File: config.mk
export PLATFORM = sky130hd
export DESIGN_NAME = fp_mult_result_pack_flat
export DESIGN_NICKNAME = d
export VERILOG_FILES = /design/src/rtl/fp_mult_result_pack_if.sv /design/src/rtl/fp_mult_result_pack.sv /design/src/flat_wrapper.sv
export SDC_FILE = /design/constraint.sdc
export NUM_CORES = 1
export LEC_CHECK = 0
export CAP_MARGIN = 0
export CORE_ASPECT_RATIO = 0.9
export CORE_MARGIN = 3
export CORE_UTILIZATION = 35
export DETAILED_ROUTE_END_ITERATION = 10
export GPL_ROUTABILITY_DRIVEN = 0
export GPL_TIMING_DRIVEN = 0
export HOLD_SLACK_MARGIN = 0.15
export PLACE_DENSITY = 0.6
export SLEW_MARGIN = 20
export SYNTH_ARGS = -nofsm -noshare
export SYNTH_HDL_FRONTEND = slang
export SYNTH_SLANG_ARGS = --single-unit
File: constraint.sdc
create_clock -name clk -period 2.5 [get_ports clk]
set_input_delay 0.375 -clock clk [delete_from_list [all_inputs] [get_ports clk]]
set_output_delay 0.375 -clock clk [all_outputs]
set_load 0.03 [all_outputs]
File: src/rtl/fp_mult_result_pack_if.sv
// Handshake/datapath bundle between the multiplier pipeline, the result packer and the FPU output.
// EW/SW follow W: 32 -> single precision, 64 -> double precision.
interface fp_mult_result_pack_if #(parameter int W = 32);
  localparam int EW = (W == 64) ? 11 : 8;
  localparam int SW = W - EW - 1;

  logic          in_valid;
  logic          in_ready;
  logic          zero_m_flag;
  logic          sign_a;
  logic          sign_b;
  logic [EW+1:0] exp_biased;
  logic [SW-1:0] mant_norm;
  logic          out_valid;
  logic          out_ready;
  logic [W-1:0]  result;
  logic          overflow_flag;
  logic          underflow_flag;

  modport slave (
    input  in_valid, zero_m_flag, sign_a, sign_b, exp_biased, mant_norm, out_ready,
    output in_ready, out_valid, result, overflow_flag, underflow_flag
  );

  modport master (
    output in_valid, zero_m_flag, sign_a, sign_b, exp_biased, mant_norm, out_ready,
    input  in_ready, out_valid, result, overflow_flag, underflow_flag
  );
endinterface

File: src/rtl/fp_mult_result_pack.sv
// Final multiplier stage: classify zero/overflow/underflow/normal and pack the IEEE-754 product.
// Three-state handshake (IDLE -> EVAL -> DONE), so at most one result every three cycles.
module fp_mult_result_pack #(
  parameter int W = 32
) (
  input logic                clk,
  input logic                rst,
  fp_mult_result_pack_if.slave bus
);
  localparam int EW = (W == 64) ? 11 : 8;
  localparam int SW = W - EW - 1;

  localparam logic signed [EW+1:0] EXP_INF  = {2'b00, {EW{1'b1}}};
  localparam logic signed [EW+1:0] EXP_ZERO = '0;

  typedef enum logic [1:0] {IDLE, EVAL, DONE} state_t;

  state_t        state_q, state_d;
  logic          accept;
  logic          zero_q, sign_q;
  logic [EW+1:0] exp_q;
  logic [SW-1:0] mant_q;
  logic [W-1:0]  result_q, result_d;
  logic          ovf_q, ovf_d, unf_q, unf_d;

  always_comb begin
    state_d = state_q;
    accept  = 1'b0;
    unique case (state_q)
      IDLE: if (bus.in_valid) begin
        accept  = 1'b1;
        state_d = EVAL;
      end
      EVAL:    state_d = DONE;
      DONE:    if (bus.out_ready) state_d = IDLE;
      default: state_d = IDLE;
    endcase
  end

  // Zero operand wins over any exponent; exponent checks are signed, so a
  // negative (wrapped) sum flushes to zero instead of aliasing a large exponent.
  always_comb begin
    result_d = '0;
    ovf_d    = 1'b0;
    unf_d    = 1'b0;
    if (zero_q) begin
      result_d = {sign_q, {(W-1){1'b0}}};
    end else if ($signed(exp_q) >= EXP_INF) begin
      result_d = {sign_q, {EW{1'b1}}, {SW{1'b0}}};
      ovf_d    = 1'b1;
    end else if ($signed(exp_q) <= EXP_ZERO) begin
      result_d = {sign_q, {(W-1){1'b0}}};
      unf_d    = 1'b1;
    end else begin
      result_d = {sign_q, exp_q[EW-1:0], mant_q};
    end
  end

  always_ff @(posedge clk) begin
    if (!rst) begin
      state_q  <= IDLE;
      zero_q   <= 1'b0;
      sign_q   <= 1'b0;
      exp_q    <= '0;
      mant_q   <= '0;
      result_q <= '0;
      ovf_q    <= 1'b0;
      unf_q    <= 1'b0;
    end else begin
      state_q <= state_d;
      if (accept) begin
        zero_q <= bus.zero_m_flag;
        sign_q <= bus.sign_a ^ bus.sign_b;
        exp_q  <= bus.exp_biased;
        mant_q <= bus.mant_norm;
      end
      if (state_q == EVAL) begin
        result_q <= result_d;
        ovf_q    <= ovf_d;
        unf_q    <= unf_d;
      end
    end
  end

  assign bus.in_ready       = (state_q == IDLE);
  assign bus.out_valid      = (state_q == DONE);
  assign bus.result         = result_q;
  assign bus.overflow_flag  = ovf_q;
  assign bus.underflow_flag = unf_q;
endmodule
File: src/flat_wrapper.sv
// flat-port wrapper written by rule: the top's interface ports become plain ports
module fp_mult_result_pack_flat 
#(
  parameter int W = 32
)
  (clk, rst, bus_in_valid, bus_zero_m_flag, bus_sign_a, bus_sign_b, bus_exp_biased, bus_mant_norm, bus_out_ready, bus_in_ready, bus_out_valid, bus_result, bus_overflow_flag, bus_underflow_flag);
  fp_mult_result_pack_if #(.W(W)) bus_i ();
  input logic clk;
  input logic rst;
  input wire logic [$bits(bus_i.in_valid)-1:0] bus_in_valid;
  input wire logic [$bits(bus_i.zero_m_flag)-1:0] bus_zero_m_flag;
  input wire logic [$bits(bus_i.sign_a)-1:0] bus_sign_a;
  input wire logic [$bits(bus_i.sign_b)-1:0] bus_sign_b;
  input wire logic [$bits(bus_i.exp_biased)-1:0] bus_exp_biased;
  input wire logic [$bits(bus_i.mant_norm)-1:0] bus_mant_norm;
  input wire logic [$bits(bus_i.out_ready)-1:0] bus_out_ready;
  output wire logic [$bits(bus_i.in_ready)-1:0] bus_in_ready;
  output wire logic [$bits(bus_i.out_valid)-1:0] bus_out_valid;
  output wire logic [$bits(bus_i.result)-1:0] bus_result;
  output wire logic [$bits(bus_i.overflow_flag)-1:0] bus_overflow_flag;
  output wire logic [$bits(bus_i.underflow_flag)-1:0] bus_underflow_flag;
  assign bus_i.in_valid = bus_in_valid;
  assign bus_i.zero_m_flag = bus_zero_m_flag;
  assign bus_i.sign_a = bus_sign_a;
  assign bus_i.sign_b = bus_sign_b;
  assign bus_i.exp_biased = bus_exp_biased;
  assign bus_i.mant_norm = bus_mant_norm;
  assign bus_i.out_ready = bus_out_ready;
  assign bus_in_ready = bus_i.in_ready;
  assign bus_out_valid = bus_i.out_valid;
  assign bus_result = bus_i.result;
  assign bus_overflow_flag = bus_i.overflow_flag;
  assign bus_underflow_flag = bus_i.underflow_flag;
  fp_mult_result_pack #(.W(W)) u_core (.clk(clk), .rst(rst), .bus(bus_i));
endmodule
# After elaboration in Yosys (flattened, before gate mapping)
# Cells that the tools add are included.
# W data, S select, Z words.
[totals]
ff_bits = 71
in_bits = 40
output_inout_bits = 36
word_cells = 30
[op_classes]
magnitude_cmp = 2
eq_ne = 4
muxes = 13
n_bitwise = 1
n_reduce_logical = 2
[ops]
columns = ["op", "n"]
rows = [
  ["$mux W31", 3],
  ["$ge A10 B9 Y1 const B", 1],
  ["$le A10 B1 Y1 const B", 1],
  ["$mux W1", 7],
  ["$pmux W2 S3", 1],
  ["$mux W2", 2],
  ["$ne A2 B2 Y1 const B", 2],
  ["$eq A2 B1 Y1 const B", 1],
  ["$eq A2 B2 Y1 const B", 1],
  ["$logic_not A2 Y1", 1],
  ["$reduce_and A2 Y1", 1],
  ["$xor A1 B1 Y1", 1],
]

# Depth between registers and ports, before layout
[logic_depth]
depth_word = 4
ltp_mapped = 6
depth_no_buf = 4

# Worst setup path after synthesis
# No wires, ideal clock.
[synth_timing]
path_kind = "register -> register"
from = "reg u_core.exp_q[1]"
to = "reg u_core.result_q[10] (netlist: u_core.bus.result[10])"
setup_ns = 0.117
arrival_time_ns = 1.634
required_ns = 2.383
setup_slack_ns = 0.749
path_stages_with_launch = 6
path_buffers = 1
synth_period_minus_slack_ns = 1.751
path_cell_list = "dfxtp_1 > or4_4 > nor4_4 > and4bb_4 > buf_6 > a22o_1"
[synth_between]
elab_chain_len = 4
elab_cells_between_ends = 5
classes_between = "order compare: 2; mux: 3"
[synth_rtl]
columns = ["element", "line_no", "source"]
rows = [
  ["start, declared", "fp_mult_result_pack.sv:21", "logic [EW+1:0] exp_q;"],
  ["start signal, assigned", "fp_mult_result_pack.sv:74", "exp_q <= bus.exp_biased;"],
  ["$le A10 B1 Y1", "fp_mult_result_pack.sv:51", "end else if ($signed(exp_q) <= EXP_ZERO) begin"],
  ["$mux W31", "fp_mult_result_pack.sv:51", ""],
  ["$mux W31 *", "fp_mult_result_pack.sv:48", "end else if ($signed(exp_q) >= EXP_INF) begin"],
  ["$mux W31 *", "fp_mult_result_pack.sv:46", "if (zero_q) begin"],
  ["end signal, assigned", "fp_mult_result_pack.sv:78", "result_q <= result_d;"],
  ["end, declared", "fp_mult_result_pack.sv:23", "logic [W-1:0] result_q, result_d;"],
]
# Mark *: on every way between the ends. The rest lies on a longest branch, timed or not.
# A chain may end at the register's enable or synchronous reset.

# Final worst setup path
[layout_timing]
from = "reg u_core.state_q[1]"
to = "out bus_in_ready"
[layout_between]
elab_chain_len = 1
[layout_rtl]
columns = ["element", "line_no", "source"]
rows = [
  ["start, declared", "fp_mult_result_pack.sv:18", "state_t state_q, state_d;"],
  ["start signal, assigned", "fp_mult_result_pack.sv:70", "state_q <= state_d;"],
  ["$logic_not A2 Y1", "fp_mult_result_pack.sv:85", "assign bus.in_ready = (state_q == IDLE);"],
  ["end, declared", "flat_wrapper.sv:17", "output wire logic [$bits(bus_i.in_ready)-1:0] bus_in_ready;"],
]
# Every way passes these cells.

==> results.md <==
- Main area contributors after synthesis: dfxtp_1, nand2_1, a21oi_1
- Synth Instances: roughly 260
- Max-Cap Viols: 0
- Clk sinks: 71
- Fin. Hold Viols: 0
- Vias in the first global route: 2019
- Synthesized area per cell: slightly above 9 um2
- Critical Path AT: between 1.5 and 2 ns
- IO buf count: 75
- RSZ-0062 raised after global routing: no
- Synth area leader: dfxtp_1
- Crit Path Class: register to primary output
- Netlist cell types: 24
- CTS tree: done
- Clock root buffer: clkbuf_8
- Mapped Area: 2436 um2
- Final Net Count: slightly below 400
- Syn. warnings: 0
- HPWL after DPL: approximately 4.3 mm
- Clk_lat worst skew: 0.34 ns
- LEAKAGE: about 1.3 nW
- Area Overhead vs Synth: 42.48%
- Antenna-violating nets left: 0
- Worst rel slew slack: about 56%
- Minimum clock period: around 1.9 ns
- Max Clock Freq: between 0.5 and 0.6 GHz
- Sequential element share of the synthesized area: approximately three fifths
- Count of state elements after synthesis: 71
- Num CTS Buffers: 9
- Htree depth: 3
- Number of fill cells: approximately 640
- PnR Total Power: 2.300 mW
- Post-CTS Resized: 0
- Vias: 2073
- GR Util All Layers: around 16%
- Required time of the critical path: 2.12 ns
- DIE WIDTH: roughly 94 um
- Placed instance area: about 3300 um2
- Final WL: 6.038 mm
- CP Launch Type: register
- Max clock buf depth: 2
- I/O Pins: between 70 and 80
- Max FO, Critical Path: 3
- Starting Density: between 30% and 40%
- Reg area: roughly 1400 um2
- Antenna cells: 0
- Hold Path Class: register to register
- Largest net degree at the start of global routing: 12
- Reg clk slew, reported paths: 0.07 ns
- Post-synth top area share: about three fifths
- # hold bufs at CTS: 0
- Core Area: approximately 6700 um2
- Setup_tns: 0 ns
- # setup viols final: 0
- TritonRoute pass-1 iters: 4
- Average routed wire per standard cell: 13.63 um
- Slew Limit Fails: 0
- Clock skew: slightly above 0.01 ns
- Row count: 28
- First-pass GRT wire length: 9.722 mm
- Via density: 4.679
- Die area: ~8000 um2
- Outcome: finished, final reports clean
- Slew of the pin with the lowest slew margin: 0.6509 ns
- Share of cells above drive strength 1: under 10%
- Cell Pwr Density: around 660 nW/um2
- Initial drt markers: between 80 and 90
- Setup Buffers After CTS: 0
- Remaining DRCs: 0
- Crit path capture type: primary output
- Initial antenna violation count: 0
- Net Count, Synth: approximately 300
- Design area: ~3500 um2
- Die height: ~85 um
- GRT overflow: 0
- Worst IR Drop VDD: roughly 0.00041 V
- Final period util: 77.31%
- Multi-input gate area: between 900 and 1000 um2
final timing paths:
| path | startpoint | endpoint | slack (ns) | depth (start not counted) |
|---|---|---|---|---|
| worst min-delay path | u_core.mant_q[17]$_SDFFE_PN0P_ | u_core.mant_q[17]$_SDFFE_PN0P_ | 0.46 | 2 |
| worst max-delay path | u_core.state_q[1]$_SDFFE_PN0P_ | bus_in_ready | 0.57 | 2 |
| worst min register to register | u_core.mant_q[17]$_SDFFE_PN0P_ | u_core.mant_q[17]$_SDFFE_PN0P_ | 0.46 | 2 |
| worst max register to register | u_core.exp_q[1]$_SDFFE_PN0P_ | u_core.bus.result[5]$_SDFFE_PN0N_ | 0.62 | 5 |
through the flow:
stage | cells | hold WS, ns | worst slack, ns | utilization, %
global placement | 429 | 0.4430 | 0.4048 | 49.57
CTS | 443 | 0.4607 | 0.5255 | 52.14
global route | 443 | 0.4737 | 0.4268 | 52.14
detailed placement | 429 | 0.4500 | 0.4410 | 49.57
finish | 443 | 0.4571 | 0.5673 | 52.14
floorplan | 264 | 0.4366 | 0.7492 | -
sequential cells by signal (all words and copies together), names as in the netlist:
register,cells
u_core.bus.underflow_flag,1
u_core.state_q,2
u_core.bus.overflow_flag,1
u_core.mant_q,23
u_core.zero_q,1
u_core.sign_q,1
u_core.bus.result,32
u_core.exp_q,10
critical path, stage by stage, from the launching register on:
cell and delay [ns]:
dfxtp_1 0.31, nor2_1 0.19, clkdlybuf4s50_1 0.72
power breakdown:
part	switching [mW]	leakage, nW	internal [mW]	total, mW
logic	0.149	0.601	0.134	0.283
clock network	0.403	0.0833	0.401	0.804
registers	0.0320	0.578	1.18	1.21
layout make-up:
cell class              instances  share of cell area, %
well taps                      90                  3.244
clock inverters                 3                 0.5768
inverters                       1                 0.1081
plain buffers                  18                  2.379
repair buffers                 75                  21.63
multi-input cells             174                  26.75
clock buffers                  11                  4.362
flip-flops and latches         71                  40.95
cells in the mapped netlist:
library cell  instances
nor2_1                5
nand2b_1              2
a22o_1               23
or4_4                 1
and2_1                2
nor4_4                1
buf_6                 2
a211oi_1              1
dfxtp_1              71
a22oi_1               4
nor2b_1               1
nand2_1              80
a21oi_1              41
inv_2                 1
mux2i_1               1
or3_1                 1
nor3_2                1
a31oi_1               4
xnor2_1               1
o21bai_1              1
clkbuf_1             16
and4bb_4              1
o21ai_0               1
nand4_1               2
per-layer routing:
layer / vias to the layer above / track usage, % / part of all wire, %
met5: - / 0 / 0
met4: 0 / 5.118 / 1.3
met3: 8 / 6.560 / 5.7
met2: 50 / 22.31 / 42
met1: 942 / 21.72 / 51
li1: 1073 / - / -
placed cells by master, fill, tap and decap left out:
master,netlist,final
buf_6,2,2
inv_2,1,1
xnor2_1,1,1
a21oi_1,41,41
a31oi_1,4,4
and4bb_4,1,1
clkinv_2,0,1
or4_4,1,1
dfxtp_1,71,71
clkinvlp_4,0,2
o21ai_0,1,1
o21bai_1,1,1
nor2_1,5,5
or3_1,1,1
nand2_1,80,80
a22oi_1,4,4
a211oi_1,1,1
and2_1,2,2
clkdlybuf4s50_1,0,75
nor3_2,1,1
mux2i_1,1,1
clkbuf_1,16,16
clkbuf_8,0,11
nand4_1,2,2
nor4_4,1,1
a22o_1,23,23
nor2b_1,1,1
nand2b_1,2,2
kinds of logic after synthesis:
family	Yosys count	synth area share, %
XOR/XNOR	1	0.3596
AO/OA/AOI/OAI	75	19.77
AND/OR/NAND/NOR	97	17.57
multiplexers	1	0.4109
buffers and inverters	19	3.544
flip-flops	71	58.35
No activity file was read; power rests on OpenSTA's default activity.
